--- src/rtl/bus_ready_delay_pkg.sv ---
// Shared definitions for the bus_ready_delay skid slice: state encoding,
// default data width and a small state-decoding helper.
package bus_ready_delay_pkg;

    localparam int DEFAULT_WIDTH = 8;

    // Encoding 2'd3 is deliberately left unused; the FSM recovers from it to EMPTY.
    typedef enum logic [1:0] {
        EMPTY = 2'd0,
        BUSY  = 2'd1,
        FULL  = 2'd2
    } state_t;

    function automatic logic holds_beat(input state_t s);
        return (s == BUSY) || (s == FULL);
    endfunction

endpackage

--- src/rtl/bus_en_reg.sv ---
// Width-parameterised load-enable register with synchronous active-low reset.
module bus_en_reg
    import bus_ready_delay_pkg::*;
#(
    parameter int Width = DEFAULT_WIDTH
) (
    input  logic             clk,
    input  logic             rst_n,
    input  logic             en,
    input  logic [Width-1:0] d,
    output logic [Width-1:0] q
);

    always_ff @(posedge clk) begin
        if (!rst_n) begin
            q <= '0;
        end else if (en) begin
            q <= d;
        end
    end

endmodule

--- src/rtl/bus_ready_delay.sv ---
// Two-entry skid slice: the main register drives data_o, the skid register
// catches the one beat that can arrive while downstream stalls.
module bus_ready_delay
    import bus_ready_delay_pkg::*;
#(
    parameter int Width = DEFAULT_WIDTH
) (
    input  logic             clk,
    input  logic             rst_n,
    input  logic             valid_i,
    output logic             ready_o,
    input  logic [Width-1:0] data_i,
    output logic             valid_o,
    input  logic             ready_i,
    output logic [Width-1:0] data_o
);

    state_t           state_reg;
    state_t           state_next;
    logic             valid_reg;
    logic             valid_next;
    logic             ready_reg;
    logic             ready_next;
    logic             up_hs;
    logic             dn_hs;
    logic             main_en;
    logic             skid_en;
    logic [Width-1:0] main_d;
    logic [Width-1:0] main_q;
    logic [Width-1:0] skid_q;

    assign up_hs   = valid_i && ready_reg;
    assign dn_hs   = valid_reg && ready_i;
    assign ready_o = ready_reg;
    assign valid_o = valid_reg;
    assign data_o  = main_q;

    always_ff @(posedge clk) begin
        if (!rst_n) begin
            state_reg <= EMPTY;
            valid_reg <= 1'b0;
            ready_reg <= 1'b0;
        end else begin
            state_reg <= state_next;
            valid_reg <= valid_next;
            ready_reg <= ready_next;
        end
    end

    always_comb begin
        state_next = state_reg;
        case (state_reg)
            EMPTY: if (up_hs) state_next = BUSY;
            BUSY: begin
                if (up_hs && !dn_hs) begin
                    state_next = FULL;
                end else if (!up_hs && dn_hs) begin
                    state_next = EMPTY;
                end
            end
            FULL:    if (ready_i) state_next = BUSY;
            default: state_next = EMPTY;
        endcase
    end

    // ready/valid are computed from the next state so both leave flops directly.
    always_comb begin
        main_en    = 1'b0;
        skid_en    = 1'b0;
        main_d     = data_i;
        valid_next = holds_beat(state_next);
        ready_next = (state_next != FULL);
        case (state_reg)
            EMPTY: main_en = up_hs;
            BUSY: begin
                main_en = up_hs && dn_hs;
                skid_en = up_hs && !dn_hs;
            end
            FULL: begin
                main_en = ready_i;
                main_d  = skid_q;
            end
            default: ;
        endcase
    end

    bus_en_reg #(.Width(Width)) u_main (
        .clk   (clk),
        .rst_n (rst_n),
        .en    (main_en),
        .d     (main_d),
        .q     (main_q)
    );

    bus_en_reg #(.Width(Width)) u_skid (
        .clk   (clk),
        .rst_n (rst_n),
        .en    (skid_en),
        .d     (data_i),
        .q     (skid_q)
    );

endmodule

--- config.mk ---
export PLATFORM = sky130hd
export DESIGN_NAME = bus_ready_delay
export DESIGN_NICKNAME = d
export VERILOG_FILES = /design/src/rtl/bus_ready_delay_pkg.sv /design/src/rtl/bus_en_reg.sv /design/src/rtl/bus_ready_delay.sv
export SDC_FILE = /design/constraint.sdc
export NUM_CORES = 1
export LEC_CHECK = 0
export ABC_AREA = 1
export CAP_MARGIN = 20
export CORE_MARGIN = 5
export CORE_UTILIZATION = 30
export CTS_CLUSTER_DIAMETER = 150
export DETAILED_ROUTE_END_ITERATION = 10
export PLACE_DENSITY_LB_ADDON = 0.25
export SYNTH_ARGS = -nofsm -noshare
export SYNTH_HDL_FRONTEND = slang
export SYNTH_HIERARCHICAL = 1
export SYNTH_SLANG_ARGS = --single-unit
--- constraint.sdc ---
create_clock -name clk -period 1.2 [get_ports clk]
set_input_delay 0.3 -clock clk [delete_from_list [all_inputs] [get_ports clk]]
set_output_delay 0.3 -clock clk [all_outputs]
set_load 0.03 [all_outputs]
Word-level counts from Yosys, hierarchy flattened
Index checks and enable logic that the tools add are counted.
- output and inout port bits: 10
- flip-flop bits (word level): 20
- input port bits: 12
- reductions and logical operators: 9
- eq/ne operators: 5
- multiplexer cells: 8
- operators by type and width (operator ; number):
    $mux 2 ; 4
    $mux 8 ; 1
    $pmux 2 s3 ; 1
    $logic_and 1x1->1 ; 5
    $eq 2x1->1 const B ; 2
    $eq 2x2->1 const B ; 2
    $pmux 1 s3 ; 1
    $logic_not 1->1 ; 2
    $logic_not 2->1 ; 1
    $ne 2x2->1 const B ; 1
    $logic_or 1x1->1 ; 1
    $mux 1 ; 1

Logic depth before layout (Yosys ltp)
Gate-level depths: netlist of run 1.
- depth in word-level cells: 8
- mapped depth: 9
- gate-level depth less buffers: 7

By module
Netlist of run 1, hierarchy kept.
- modules (own cells, without submodules) (module ; seq. area each (µm²) ; cells an instance ; area an instance (µm²) ; instances):
    bus_en_reg ; 160.2 ; 51 ; 356.6 ; 2
    bus_ready_delay ; 80.1 ; 39 ; 302.8 ; 1

Worst setup path after synthesis of run 1
No wires, ideal clock.
- kind: reg2reg
- from: reg ready_reg (netlist: ready_o)
- to: reg u_main.q[4]
- stages on the path, launching flop included: 10
- setup time: 0.114 ns
- slack: -0.182 ns
- data arrival time: 1.268 ns
- buffers on the path: 2
- cell sequence: dfxtp_1 nand2_1 nand2_1 nand3_1 o21ai_0 buf_6 buf_8 nand2_2 nand2_1 nor2_1
- word-level cells in the longest chain between the ends: 3
- RTL lines (item ; RTL line ; text):
    from (decl) ; bus_ready_delay.sv:22 ; logic ready_reg;
    from (signal assigned) ; bus_ready_delay.sv:46 ; ready_reg <= ready_next;
    $logic_and 1x1->1 * ; bus_ready_delay.sv:32 ; assign up_hs = valid_i && ready_reg;
    $logic_and 1x1->1 ; bus_ready_delay.sv:76 ; main_en = up_hs && dn_hs;
    $pmux 1 s3 * ; bus_ready_delay.sv:73 ; case (state_reg)
    named net main_en ; bus_ready_delay.sv:26 ; logic main_en;
    to (signal assigned) ; bus_en_reg.sv:16 ; q <= '0;
    to (signal assigned) ; bus_en_reg.sv:18 ; q <= d;
    to (decl) ; bus_en_reg.sv:11 ; output logic [Width-1:0] q
Mark *: on every way through the listed nets, which the timed path passes. The rest lies on a longest branch.
A chain may end at the register's enable or synchronous reset.

Worst setup path in the final report of run 1
- from: reg state_reg[1]
- to: reg valid_reg (netlist: valid_o)
- word-level cells in the longest chain between the ends: 5
- RTL lines (item ; RTL line ; text):
    from (decl) ; bus_ready_delay.sv:18 ; state_t state_reg;
    from (signal assigned) ; bus_ready_delay.sv:44 ; state_reg <= state_next;
    $mux 2 ; bus_ready_delay.sv:57 ; end else if (!up_hs && dn_hs) begin
    $mux 2 ; bus_ready_delay.sv:55 ; if (up_hs && !dn_hs) begin
    $pmux 2 s3 * ; bus_ready_delay.sv:52 ; case (state_reg)
    named net state_next[1] ; bus_ready_delay.sv:19 ; state_t state_next;
    $eq 2x1->1 / $eq 2x2->1 (equally long branches) ; bus_ready_delay_pkg.sv:15 ; return (s == BUSY) || (s == FULL);
    $logic_or 1x1->1 * ; bus_ready_delay_pkg.sv:15 ;
    to (signal assigned) ; bus_ready_delay.sv:45 ; valid_reg <= valid_next;
    to (decl) ; bus_ready_delay.sv:20 ; logic valid_reg;
Marked as above.

==> results of run 1 <==
layout by cell type (no fill, tap or decap), drive strengths merged:
master         count
nand3              5
clkbuf             3
buf               14
o21ai              1
ha                 1
nor2              35
nand2             39
dlygate4sd2        2
dfxtp             20
clkinv             1
a21oi              2
nand4              1
inv               22
clkdlybuf4s50      9
and2               1
mux2               8
timing repair:
action,CTS,global route
pin swaps,3,3
setup buffers,1,0
resized for setup,16,1
endpoints found under the setup margin,18,17
where the power goes:
part	internal, mW	total [mW]	switching (mW)	leakage, nW
Sequential	0.706	0.734	0.0283	0.166
Combinational	0.160	0.356	0.196	0.459
Clock	0.121	0.330	0.209	0.0154
Total	0.987	1.42	0.434	0.641
worst max-delay path, cell delays in order, from the launching register on:
cell and delay [ns]:
sky130_fd_sc_hd__dfxtp_4 0.39, sky130_fd_sc_hd__nor2_4 0.15, sky130_fd_sc_hd__nand4_1 0.18, sky130_fd_sc_hd__nand2_1 0.13, sky130_fd_sc_hd__ha_1 0.24, sky130_fd_sc_hd__nor2_1 0.08
layer usage:
metal	GRT usage	vias up	wire (microns)
met2	0.196	14	1240
met3	0.0263	2	92
met5	0	-	0
met4	0.0670	0	14
li1	-	465	-
met1	0.111	416	931
cell families (layout without fill, tap and decap cells):
| family | count (synthesis) | in the layout |
|---|---|---|
| AND/OR/NAND/NOR | 81 | 81 |
| multiplexers | 8 | 8 |
| adder cells (fa/ha/maj) | 1 | 1 |
| AO/OA/AOI/OAI | 3 | 3 |
| flip-flops | 20 | 20 |
| buffers and inverters | 28 | 51 |
worst paths after layout:
check	startpoint	to	slack [ns]	depth (start not counted)
hold / removal	u_skid/q[3]	u_skid/q[3]	0.48	2
setup / recovery	state_reg[1]	valid_o	-0.02	5
setup reg to reg	state_reg[1]	valid_o	-0.02	5
hold reg to reg	u_skid/q[3]	u_skid/q[3]	0.48	2
cell type report:
class | count | area [sq um] | area share
Clock buffer | 3 | 22.5 | 0.0170
Clock inverter | 1 | 3.75 | 0.00284
Inverter | 22 | 85.1 | 0.0644
Multi-Input combinational cell | 93 | 489 | 0.370
Sequential cell | 20 | 413 | 0.312
Tap cell | 46 | 57.6 | 0.0436
Timing Repair Buffer | 25 | 250 | 0.189
per-stage QoR:
stage	hold WS, ns	total power, mW	worst slack (ns)
after floorplan	0.445	0.970	0.00190
after global placement	0.456	1.08	-0.439
after detailed placement	0.465	1.09	-0.535
after CTS	0.481	1.45	-0.00895
after global routing	0.515	1.52	-0.116
final	0.483	1.42	-0.0226
==> results.txt, run 1 <==
----------------------------------------------------
[Final layout]
  Number of fill cells ... 368
  Area growth from synthesis to layout ... 30.0%
  Number of nets in the layout ... 178
  ANT cells ... 0
  Final Non-Filler Cells ... 210
  Utilization after layout ... 0.399
  Non-Filler Cell Area, Final ... 1320 sq um
  Share of layout cells above drive strength 1 ... 0.268

[Clock tree]
  CTS Hold Bufs ... 0
  H-Tree Level Count ... 1
  Clock-pin slew on the worst setup and hold paths ... 0.11 ns
  Source-to-sink clock delay at the later pin of the worst-skew pair ... 0.30 ns
  Root buffer cell ... sky130_fd_sc_hd__clkbuf_4
  Max Buffers Root-to-Sink ... 2
  CTS Sinks ... 20
  Number of buffers inserted during clock tree synthesis ... 3
  Clock tree from TritonCTS ... built

[Timing]
  Post-Route Skew ... 0.00230 ns
  Finish-stage setup viols ... 6
  Post-route setup slack ... -0.0226 ns
  Post-Route Setup TNS ... -0.0719 ns
  Final worst path period need ... 1.22 ns
  Achievable Freq ... between 800 and 900 MHz
  Normalized max-slew margin ... 0.875
  Final worst path period share ... 1.02
  Final hold violation count ... 0
  Setup repair after global routing missed its margin ... true
  Worst-margin pin slew ... 0.188 ns
  Final Max Slew Viols ... 0

[Route]
  First-pass iteration count of the detailed router ... 4
  Routed Wire Length ... 2280 microns
  Routed length per placed instance ... between 10 and 15 microns
  Remaining routing DRC violations ... 0
  Number of antenna-violating nets in the routed design ... 0
  Count of routing violations after the opening detailed-route iteration ... 49
  Via density per instance ... 4.27
  Vias ... around 900

[Critical path]
  Endpoint type of the worst setup path ... flop
  Type of the setup path with the least slack ... flop to flop
  Critical path peak fanout ... 5
  CP required ... 1.44 ns
  Startpoint types ... flop
  Critical path data arrival time ... 1.46 ns

[GRT]
  Number of global-route vias before repair ... 923
  Global Route Usage Sum ... 0.109
  Global-route wire length before repair ... ~3700 microns
  Antenna violations before repair ... 0
  GR Overflow Total ... 0
  Largest net degree at the start of global routing ... 17

[Yosys]
  Simple-gate portion of the synthesized area ... 0.328
  Fraction of registers with async set or reset after synthesis ... 0
  Register bit count reported by yosys ... 20
  Most common cell in the synthesized netlist ... sky130_fd_sc_hd__nor2_1
  Number of enable-type register cells in the synthesized netlist ... 0
  Synthesized netlist net count ... 154
  Synth Area in Compound Gates ... 0.0148
  Post-synth design cell area ... 1020 sq um
  Post-synth top area cell ... sky130_fd_sc_hd__dfxtp_1
  Largest family of logic cells by synthesized area ... simple AND/OR/NAND/NOR gates
  Average cell area after synthesis ... 7.21 sq um
  Number of distinct library cells after synthesis ... 15
  Commonest cells in the synthesized netlist ... sky130_fd_sc_hd__nor2_1 (35), sky130_fd_sc_hd__nand2_1 (34), sky130_fd_sc_hd__inv_1 (22)
  Cell types occupying the most area after synthesis ... sky130_fd_sc_hd__dfxtp_1 (39%), sky130_fd_sc_hd__nor2_1 (13%), sky130_fd_sc_hd__nand2_1 (13%), sky130_fd_sc_hd__mux2_2 (8.9%), sky130_fd_sc_hd__inv_1 (8.1%)
  Fraction of synthesized area in multiplexers ... 0.0887
  Count of yosys warnings during synthesis ... 6
  Synth Area in Adders ... 0.0123
  Dominant register cell in the synthesized netlist ... sky130_fd_sc_hd__dfxtp_1
  Area share of the largest cell type after synthesis ... 0.394
  Post-synthesis share of cell area spent on xor and xnor gates ... 0
  Synthesized netlist cell count ... 141
  Fraction of the yosys area taken by sequential cells ... 0.394

[Pwr]
  P_leak ... 0.641 nW
  Power density of the placed cells ... roughly 1100 nW/um^2
  Largest voltage drop on the vdd net ... 0.353 mV

[Floorplan]
  Vertical die dimension ... about 68 microns
  Starting utilization of the core area ... 0.307
  Area of the die ... 4650 sq um
  Placement Rows ... 21
  Width of the die ... between 60 and 70 microns
  Top Ports ... 22
  Floorplan core area ... 3310 sq um

[Outcome]
  Result of the run ... finished, violations left
  Failing checks ... negative setup slack

[Placed design]
  Post-detail-place hpwl ... 1660 microns
  Cell area reported after detailed placement ... 1250 sq um
  Number of I/O port buffers ... 21
  Number of cells after detailed placement ... about 210
  Global placer's final weighted congestion ... 0.764

[Run]
  Number of max-cap violations ... 0

[Worst hold path]
  Worst Hold Class ... flop to flop

----------------------------------------------------
(Power assumes the default switching activity.)
==> inputs of run 2 (changes only) <==
Settings changed: CTS_CLUSTER_DIAMETER 150 to 30.
==> results of run 2 <==
The final DEF is identical to that of run 1; final timing and power are the same.
==> inputs of run 3 (changes only) <==
Clock period 1.2 ns to 1.1 ns, I/O delays scaled along.
==> run 3 against run 2 <==
  * The run still ends with negative setup slack left
  * Final cell count grew 0.95%
  * Via count decreased by 0.56%
  * Non-clock buffer count is 2 higher
  * Register-to-register slack lost 0.10 ns
  * Clock power increased by 82%
  * Count of clock-buffer cells in the layout stayed put
  * Worst setup slack lost 0.10 ns
  * Power increased by 28%
  * Sequential power up 10%
  * Hold slack worse by 0.0067 ns
  * Critical path type unchanged
  * Highest routed layer unchanged
==> results.txt, run 3 (synthesized netlist as in run 1, its figures left out) <==
----------------------------------------------------
[Floorplan]
  Placement Rows ... 21 (unchanged)
  Top Ports ... 22 (unchanged)
  Vertical die dimension ... 68.2 microns (unchanged)
  Floorplan core area ... 3310 sq um (unchanged)
  Starting utilization of the core area ... 0.307 (unchanged)
  Area of the die ... 4650 sq um (unchanged)
  Width of the die ... 68.2 microns (unchanged)

[Critical path]
  Worst path slowest cell ... sky130_fd_sc_hd__dfxtp_4
  Cell class contributing the biggest share of worst-path delay ... flip-flops
  Critical path peak fanout ... 16 (+11)
  Dominant cell type by count on the critical path ... sky130_fd_sc_hd__nand2_1
  Startpoint types ... flop
  Type of the setup path with the least slack ... flop to flop
  CP required ... 1.31 ns (-0.13 ns)
  Sum of buffers and inverters on the critical path ... 1 (+1)
  Cell-by-cell trace of the critical path ... nor2_4 -> nand3_1 -> o21ai_2 -> buf_12 -> nand2_1 -> nand2_1 -> nor2_1
  Critical path data arrival time ... 1.44 ns (-0.02 ns)
  Endpoint type of the worst setup path ... flop
  Depth of the most critical reg-to-reg path ... 7 (+2)
  FF-to-FF setup slack ... -0.12 ns (-0.10 ns)
  Source of the worst register-to-register timing path ... state_reg[1]
  Maximum single-stage delay on the critical path ... 0.39 ns (about the same)
  Worst R2R End ... u_main/q[2]

[GRT]
  Global Route Usage Sum ... 0.109 (+0.000342)
  Largest net degree at the start of global routing ... 17 (unchanged)
  Global-route wire length before repair ... 3880 microns (+3.7%)
  Antenna violations before repair ... 0 (unchanged)
  GR Overflow Total ... 0 (unchanged)
  Number of global-route vias before repair ... 973 (+5.4%)

[Final layout]
  ANT cells ... 0 (unchanged)
  Area growth from synthesis to layout ... 43.4%
  Non-Filler Cell Area, Final ... 1460 sq um (+10%)
  Number of nets in the layout ... 180 (+1.1%)
  Share of layout cells above drive strength 1 ... 0.392 (+0.123)
  Utilization after layout ... 0.440 (+0.0408)
  Most used cells in the layout excluding fill and tap cells ... sky130_fd_sc_hd__nor2_1 (31), sky130_fd_sc_hd__nand2_1 (22), sky130_fd_sc_hd__inv_1 (20)
  Commonest non-fill, non-tap cell in the layout ... sky130_fd_sc_hd__nor2_1

[Outcome]
  Result of the run ... finished, violations left
  Failing checks ... negative setup slack

[Pwr]
  Largest voltage drop on the vdd net ... 0.539 mV (+53%)
  Post-layout power ... 1.82 mW (+28%)
  Power density of the placed cells ... 1250 nW/um^2 (+16%)
  P_leak ... 0.714 nW (+11%)

[Placed design]
  Global placer's final weighted congestion ... 0.747 (-2.2%)
  Number of I/O port buffers ... 21 (unchanged)
  Cell area reported after detailed placement ... 1280 sq um (+2.9%)
  Post-detail-place hpwl ... 1600 microns (-3.2%)
  Worst setup timing slack at the placement stage ... -0.561 ns (-0.0265 ns)

[Clock tree]
  Source-to-sink clock delay at the later pin of the worst-skew pair ... 0.30 ns (about the same)
  Max Buffers Root-to-Sink ... 2 (unchanged)
  Root buffer cell ... sky130_fd_sc_hd__clkbuf_4
  Clock-pin slew on the worst setup and hold paths ... 0.12 ns (about the same)
  Number of buffers inserted during clock tree synthesis ... 3 (unchanged)
  CTS Sinks ... 20 (unchanged)
  H-Tree Level Count ... 1 (unchanged)
  Clock tree from TritonCTS ... built

[Timing]
  Achievable Freq ... 817 MHz (-0.12%)
  Finish-stage setup viols ... 19 (+13)
  Final worst path period need ... 1.22 ns (+0.00150 ns)
  Final Max Slew Viols ... 0 (unchanged)
  Post-Route Skew ... 0.00569 ns (+0.00339 ns)
  Final hold violation count ... 0 (unchanged)
  Normalized max-slew margin ... 0.884 (+0.00936)
  Final worst path period share ... 1.11 (+0.0940)
  Post-route setup slack ... -0.124 ns (-0.101 ns)
  Setup repair after global routing missed its margin ... true
  Post-Route Setup TNS ... -1.75 ns (-1.68 ns)
  Worst-margin pin slew ... 0.174 ns (-0.0141 ns)

[Route]
  Remaining routing DRC violations ... 0 (unchanged)
  Routed Wire Length ... 2230 microns (-2.3%)
  Count of routing violations after the opening detailed-route iteration ... 30 (-39%)
  Via density per instance ... 4.21 (-1.5%)
  Number of antenna-violating nets in the routed design ... 0 (unchanged)
  First-pass iteration count of the detailed router ... 3 (-1)
  Routed length per placed instance ... 10.5 microns (-3.2%)
  Vias ... 892 (-0.56%)

[Worst hold path]
  Hold Path Origin ... u_main/q[3]
  Hold Crit Endpoint ... u_main/q[3]
  Worst Hold Class ... flop to flop
  Worst hold path cell count ... 2 (unchanged)

[Run]
  Number of max-cap violations ... 0 (unchanged)

----------------------------------------------------
==> run 3: cell types whose count changed in the layout (fill, tap and decap cells not counted), sizes merged <==
cell	change
buf	+1
bufinv	+1
clkbuf	+1
clkinv	-1
==> run 3: area by class of cell <==
type                    instances  area [sq um]
repair buffers                 27           309
clock buffers                   3          22.5
clock inverters                 1          30.0
flip-flops and latches         20           422
fillers                       364          1850
well taps                      46          57.6
inverters                      22          82.6
multi-input cells              93           533
==> run 3: power by group <==
group	total, mW	switching (mW)	leakage (nW)	internal (mW)
Clock	0.601	0.233	0.0279	0.368
Combinational	0.411	0.220	0.518	0.192
Sequential	0.808	0.0333	0.168	0.774
Total	1.82	0.486	0.714	1.33
==> run 3: stage by stage <==
| stage | hold WS, ns | std cells |
|---|---|---|
| 3_5_place_dp | 0.463 | 206 |
| 4_1_cts | 0.481 | 211 |
| 6_report | 0.476 | 212 |
| 2_1_floorplan | 0.421 | 141 |
| 3_3_place_gp | 0.448 | 206 |
| 5_1_grt | 0.504 | 212 |
==> run 3: how the worst max path moves through the flow <==
stage	slack (ns)	cells past startpoint	to	from
after global placement	-0.49	7	valid_o	ready_i
after floorplan	-0.05	6	valid_o	valid_o
final	-0.12	7	u_main/q[2]	state_reg[1]
after CTS	-0.13	5	valid_o	state_reg[1]
after detailed placement	-0.56	7	valid_o	ready_i
after global routing	-0.22	7	u_main/q[3]	state_reg[1]
==> run 3: what timing repair did <==
| action | in CTS | in global routing |
|---|---|---|
| setup endpoints to repair | 22 | 29 |
| pin swaps | 0 | 11 |
| buffers inserted | 1 | 0 |
| resized for setup | 7 | 28 |
| gates cloned | 0 | 1 |
| hold buffers | 0 | 0 |
==> run 3: tightest hold or removal path, cell delays in order, from the launching register on <==
cell                      delay (ns)
sky130_fd_sc_hd__dfxtp_2        0.35
sky130_fd_sc_hd__nor2_1         0.04
sky130_fd_sc_hd__nor2_1         0.06
==> run 3: per-layer routing <==
layer | share of wire | GRT usage | wire (microns) | up-vias
met1 | 0.43 | 0.108 | 956 | 413
met4 | 0.0063 | 0.0496 | 14 | 0
met2 | 0.52 | 0.207 | 1160 | 13
li1 | - | - | - | 464
met3 | 0.045 | 0.0296 | 101 | 2
met5 | 0 | 0 | 0 | -
==> patch 1: new RTL, settings of run 3 <==
Make the reset (`rst_n`) asynchronous in 2 clocked blocks. Comments in the files are not updated.
--- a/src/rtl/bus_en_reg.sv
+++ b/src/rtl/bus_en_reg.sv
@@ -11,7 +11,7 @@
     output logic [Width-1:0] q
 );
 
-    always_ff @(posedge clk) begin
+    always_ff @(posedge clk or negedge rst_n) begin
         if (!rst_n) begin
             q <= '0;
         end else if (en) begin
--- a/src/rtl/bus_ready_delay.sv
+++ b/src/rtl/bus_ready_delay.sv
@@ -35,7 +35,7 @@
     assign valid_o = valid_reg;
     assign data_o  = main_q;
 
-    always_ff @(posedge clk) begin
+    always_ff @(posedge clk or negedge rst_n) begin
         if (!rst_n) begin
             state_reg <= EMPTY;
             valid_reg <= 1'b0;
Check against the original RTL: differs if rst_n is asserted again (counterexample within 4 cycles, from zero or initial values and one cycle with rst_n low); with rst_n held inactive, the same outputs for 10 cycles.
==> patch 1 against run 3 <==
  * The flow still finishes with violations (setup timing)
  * Count of clock-buffer cells in the layout is 1 higher
  * Sequential cell count stayed put
  * Routed wire length shrank 2.6%
  * Non-clock buffer count is 14 higher
  * Utilization increased by 6.8 points
  * Critical path depth shrank 5
  * Sequential share of layout area up 3.3 points
  * Clock skew is 0.0051 ns higher
  * Synthesized area down 3.9%
  * Setup slack got worse by 0.026 ns
  * Final area is 7.4% higher
  * Critical endpoint is now valid_o
Power is not compared: it rests on default switching activity, and its combinational part moved more than twofold at a synthesized area within 25%.
==> patch 1: results (changes against run 3) <==
Pin count of the biggest net entering global routing -> 21 (was 17)
CP startpoint -> valid_o (was state_reg[1])
Placed cell area -> 0.001275 sq mm (was 0.001282 sq mm)
Number of global-route vias before repair -> 923 (was 973)
Crit path max fanout -> 2 (was 16)
GP Congestion -> 0.7525 (was 0.7474)
First drt pass iteration count -> 4 (was 3)
Average wire per standard cell -> 10.48 microns (was 10.51 microns)
Total negative slack -> -2.019 ns (was -1.751 ns)
Placed cell count -> 194 (was 206)
Vias per cell -> 4.266 (was 4.208)
Post-synthesis compound-gate area fraction -> 1.795% (was 1.478%)
Worst path slowest cell -> dfrtp_2 (was dfxtp_4)
Synth top area cells -> dfrtp_1 (51%), nand2_1 (27%), nand3_1 (4.6%) (was dfxtp_1 (39%), nor2_1 (13%), nand2_1 (13%))
Status -> complete, but fails checks (unchanged)
Avg Inst Size Synth -> 7.999 sq um (was 7.205 sq um)
Synth async-reset ratio -> 100.0% (was 0%)
Final nets -> 177 (was 180)
Worst reg-to-reg path cell count -> 8 (was 7)
Total GRT Usage -> 11.18% (was 10.89%)
Failing checks -> setup timing (unchanged)
Mux share of post-synthesis cell area -> 0% (was 8.867%)
Final setup viols -> 28 (was 19)
Final worst slack -> -0.1501 ns (was -0.1241 ns)
Post-Synth Adder-Cell Area -> 1.282% (was 1.232%)
CP endpoint -> valid_o (was u_main/q[2])
Final HPWL DP -> 1584 microns (was 1604 microns)
Register area share after synthesis -> 51.28% (was 39.41%)
First-pass GRT wire length -> 3850 microns (was 3877 microns)
Layout cells sized above 1 -> 49.69% (was 39.16%)
CP peak stage delay -> 0.44 ns (was 0.39 ns)
DRT Wirelength -> 2170 microns (was 2228 microns)
Worst Tran Pin Value -> 0.2042 ns (was 0.1741 ns)
==> patch 1: cell count changes after synthesis, moves of 3 or more <==
| cell | delta |
|---|---|
| buf_8 | -4 |
| dfrtp_1 | +20 |
| dfxtp_1 | -20 |
| inv_1 | -16 |
| inv_2 | +3 |
| mux2_2 | -8 |
| nand2_1 | +35 |
| nand3_1 | +4 |
| nor2_1 | -33 |
==> patch 1: layer usage <==
layer / global-route usage, % / part of all wire (%)
met2: 19.02 / 50
met5: 0 / 0
met1: 13.22 / 44
met4: 4.557 / 0.97
met3: 2.867 / 5.2
==> patch 1: timing repair <==
action | 4_1_cts | 5_1_grt
buffers inserted | 5 | 4
pin swaps | 19 | 5
endpoints found under the setup margin | 28 | 29
endpoints found under the hold margin | 0 | 0
cloned | 0 | 0
gates resized for setup | 44 | 16
==> patch 1: layout make-up <==
type                       instances  area share, %
sequential                        20          32.24
timing repair buffer              41          27.20
clock buffer                       4          1.680
multi-input combinational         88          32.24
inverter                          10          3.120
tap                               44          3.520
==> patch 1: metrics by stage <==
stage | power (mW) | util, % | hold slack (ns)
floorplan | 2.710 | - | -0.02059
global placement | 3.306 | 41.42 | 0.4578
detailed placement | 3.367 | 41.42 | 0.4606
CTS | 4.339 | 48.21 | 0.2996
global route | 4.886 | 50.81 | 0.3324
finish | 4.545 | 50.81 | 0.3045
==> patch 1: worst min-delay path by stage <==
stage,startpoint,endpoint,depth (start not counted)
after floorplan,rst_n,ready_o,0
after global routing,rst_n,state_reg[1],2
after global placement,u_skid/q[3],u_skid/q[3],2
final,rst_n,u_skid/q[4],2
after detailed placement,u_skid/q[2],u_skid/q[2],2
after CTS,rst_n,state_reg[1],2
==> patch 2: new RTL, settings of run 3 <==
Without the edit above. Set the package constant `DEFAULT_WIDTH` to 12 (it was 8).
--- a/src/rtl/bus_ready_delay_pkg.sv
+++ b/src/rtl/bus_ready_delay_pkg.sv
@@ -2,7 +2,7 @@
 // default data width and a small state-decoding helper.
 package bus_ready_delay_pkg;
 
-    localparam int DEFAULT_WIDTH = 8;
+    localparam int DEFAULT_WIDTH = 12;
 
     // Encoding 2'd3 is deliberately left unused; the FSM recovers from it to EMPTY.
     typedef enum logic [1:0] {
Interface: changed (resized data_i and data_o); port bits go from 22 to 30. No check against the original RTL was run, so the function may have changed too.
==> patch 2 against run 3 <==
  * The run still ends with setup timing left
  * Setup slack got worse by 0.059 ns
  * Routed wire length rose by 41%
  * Sequential cell count rose by 8
  * Clock skew barely moved
  * Synthesized area rose by 36%
  * Hold slack got worse by 0.0030 ns
  * Power rose by 27%
  * Final area rose by 42%
  * Critical path type unchanged
  * Largest cell class unchanged
  * Highest routed layer unchanged
==> patch 2: results (changes against run 3) <==
Status -> complete, but fails checks (unchanged)
Failing checks -> setup timing (unchanged)
CP delay by family, top -> simple AND/OR/NAND/NOR gates (was flip-flops)
Final worst slack -> -0.1835 ns (was -0.1241 ns)
Clk_skew -> 0.006071 ns (was 0.005690 ns)
Root Buffer Master -> clkbuf_8 (was clkbuf_4)
Number of global-route vias before repair -> 1,114 (was 973)
Layout cells sized above 1 -> 34.18% (was 39.16%)
Clock Power -> 0.574 mW (was 0.601 mW)
Post-Syn Nets -> 211 (was 154)
WL met1 -> 1449 microns (was 956 microns)
Vias per cell -> 4.163 (was 4.208)
Synth top area cells -> dfxtp_1 (41%), nand2_1 (15%), nor2_1 (14%) (was dfxtp_1 (39%), nor2_1 (13%), nand2_1 (13%))
GRT met2 Usage -> 15.11% (was 20.70%)
Placed cell count -> 277 (was 206)
Met3 routed WL -> 75 microns (was 101 microns)
Seq. pwr -> 1.12 mW (was 0.808 mW)
Leakage -> 1.050 nW (was 0.7140 nW)
DRT Wirelength -> 3132 microns (was 2228 microns)
Min-delay src -> u_skid/q[0] (was u_main/q[3])
DR iter-0 viols -> 42 (was 30)
DR WL met2 -> 1571 microns (was 1156 microns)
Crit path max fanout -> 6 (was 16)
First drt pass iteration count -> 4 (was 3)
Pin count of the biggest net entering global routing -> 25 (was 17)
Final setup viols -> 26 (was 19)
Post-Synth Adder-Cell Area -> 0.9083% (was 1.232%)
Worst r2r dst -> u_skid/q[10] (was u_main/q[2])
Final HPWL DP -> 1980 microns (was 1604 microns)
Worst Hold Slack -> 0.4728 ns (was 0.4759 ns)
# fillers -> 448 (was 364)
Port Buffers -> 29 (was 21)
Switch share -> 28.98% (was 26.71%)
Placed cell area -> 0.001765 sq mm (was 0.001282 sq mm)
## patch 2: final cells by class
class                      count  area share (%)
inverter                      30           5.556
sequential                    28           27.78
multi-input combinational    129           37.26
tap                           52           3.140
clock buffer                   4           2.174
timing repair buffer          46           24.09
## patch 2: through the flow
step	util, %	setup TNS [ns]
finish	46.94	-3.831
global route	46.94	-5.579
CTS	42.94	-3.087
detailed placement	39.99	-12.93
global placement	39.99	-12.90
floorplan	-	-1.075
## patch 2: tightest hold or removal path: cells and delay by family (launching register included)
| family | cells | cell delay [ns] |
|---|---|---|
| flops | 1 | 0.34 |
| simple gates | 2 | 0.11 |
## patch 2: kinds of logic after synthesis
logic type | Yosys count
AND/OR/NAND/NOR | 113
buffers and inverters | 37
multiplexers | 12
flip-flops | 28
AO/OA/AOI/OAI | 3
adder cells (fa/ha/maj) | 1
## patch 2: what timing repair did
item	CTS	global route
resized for setup	11	32
gates cloned	1	3
pin swaps	2	18
endpoints found under the setup margin	26	31
endpoints found under the hold margin	0	0
setup buffers	3	1
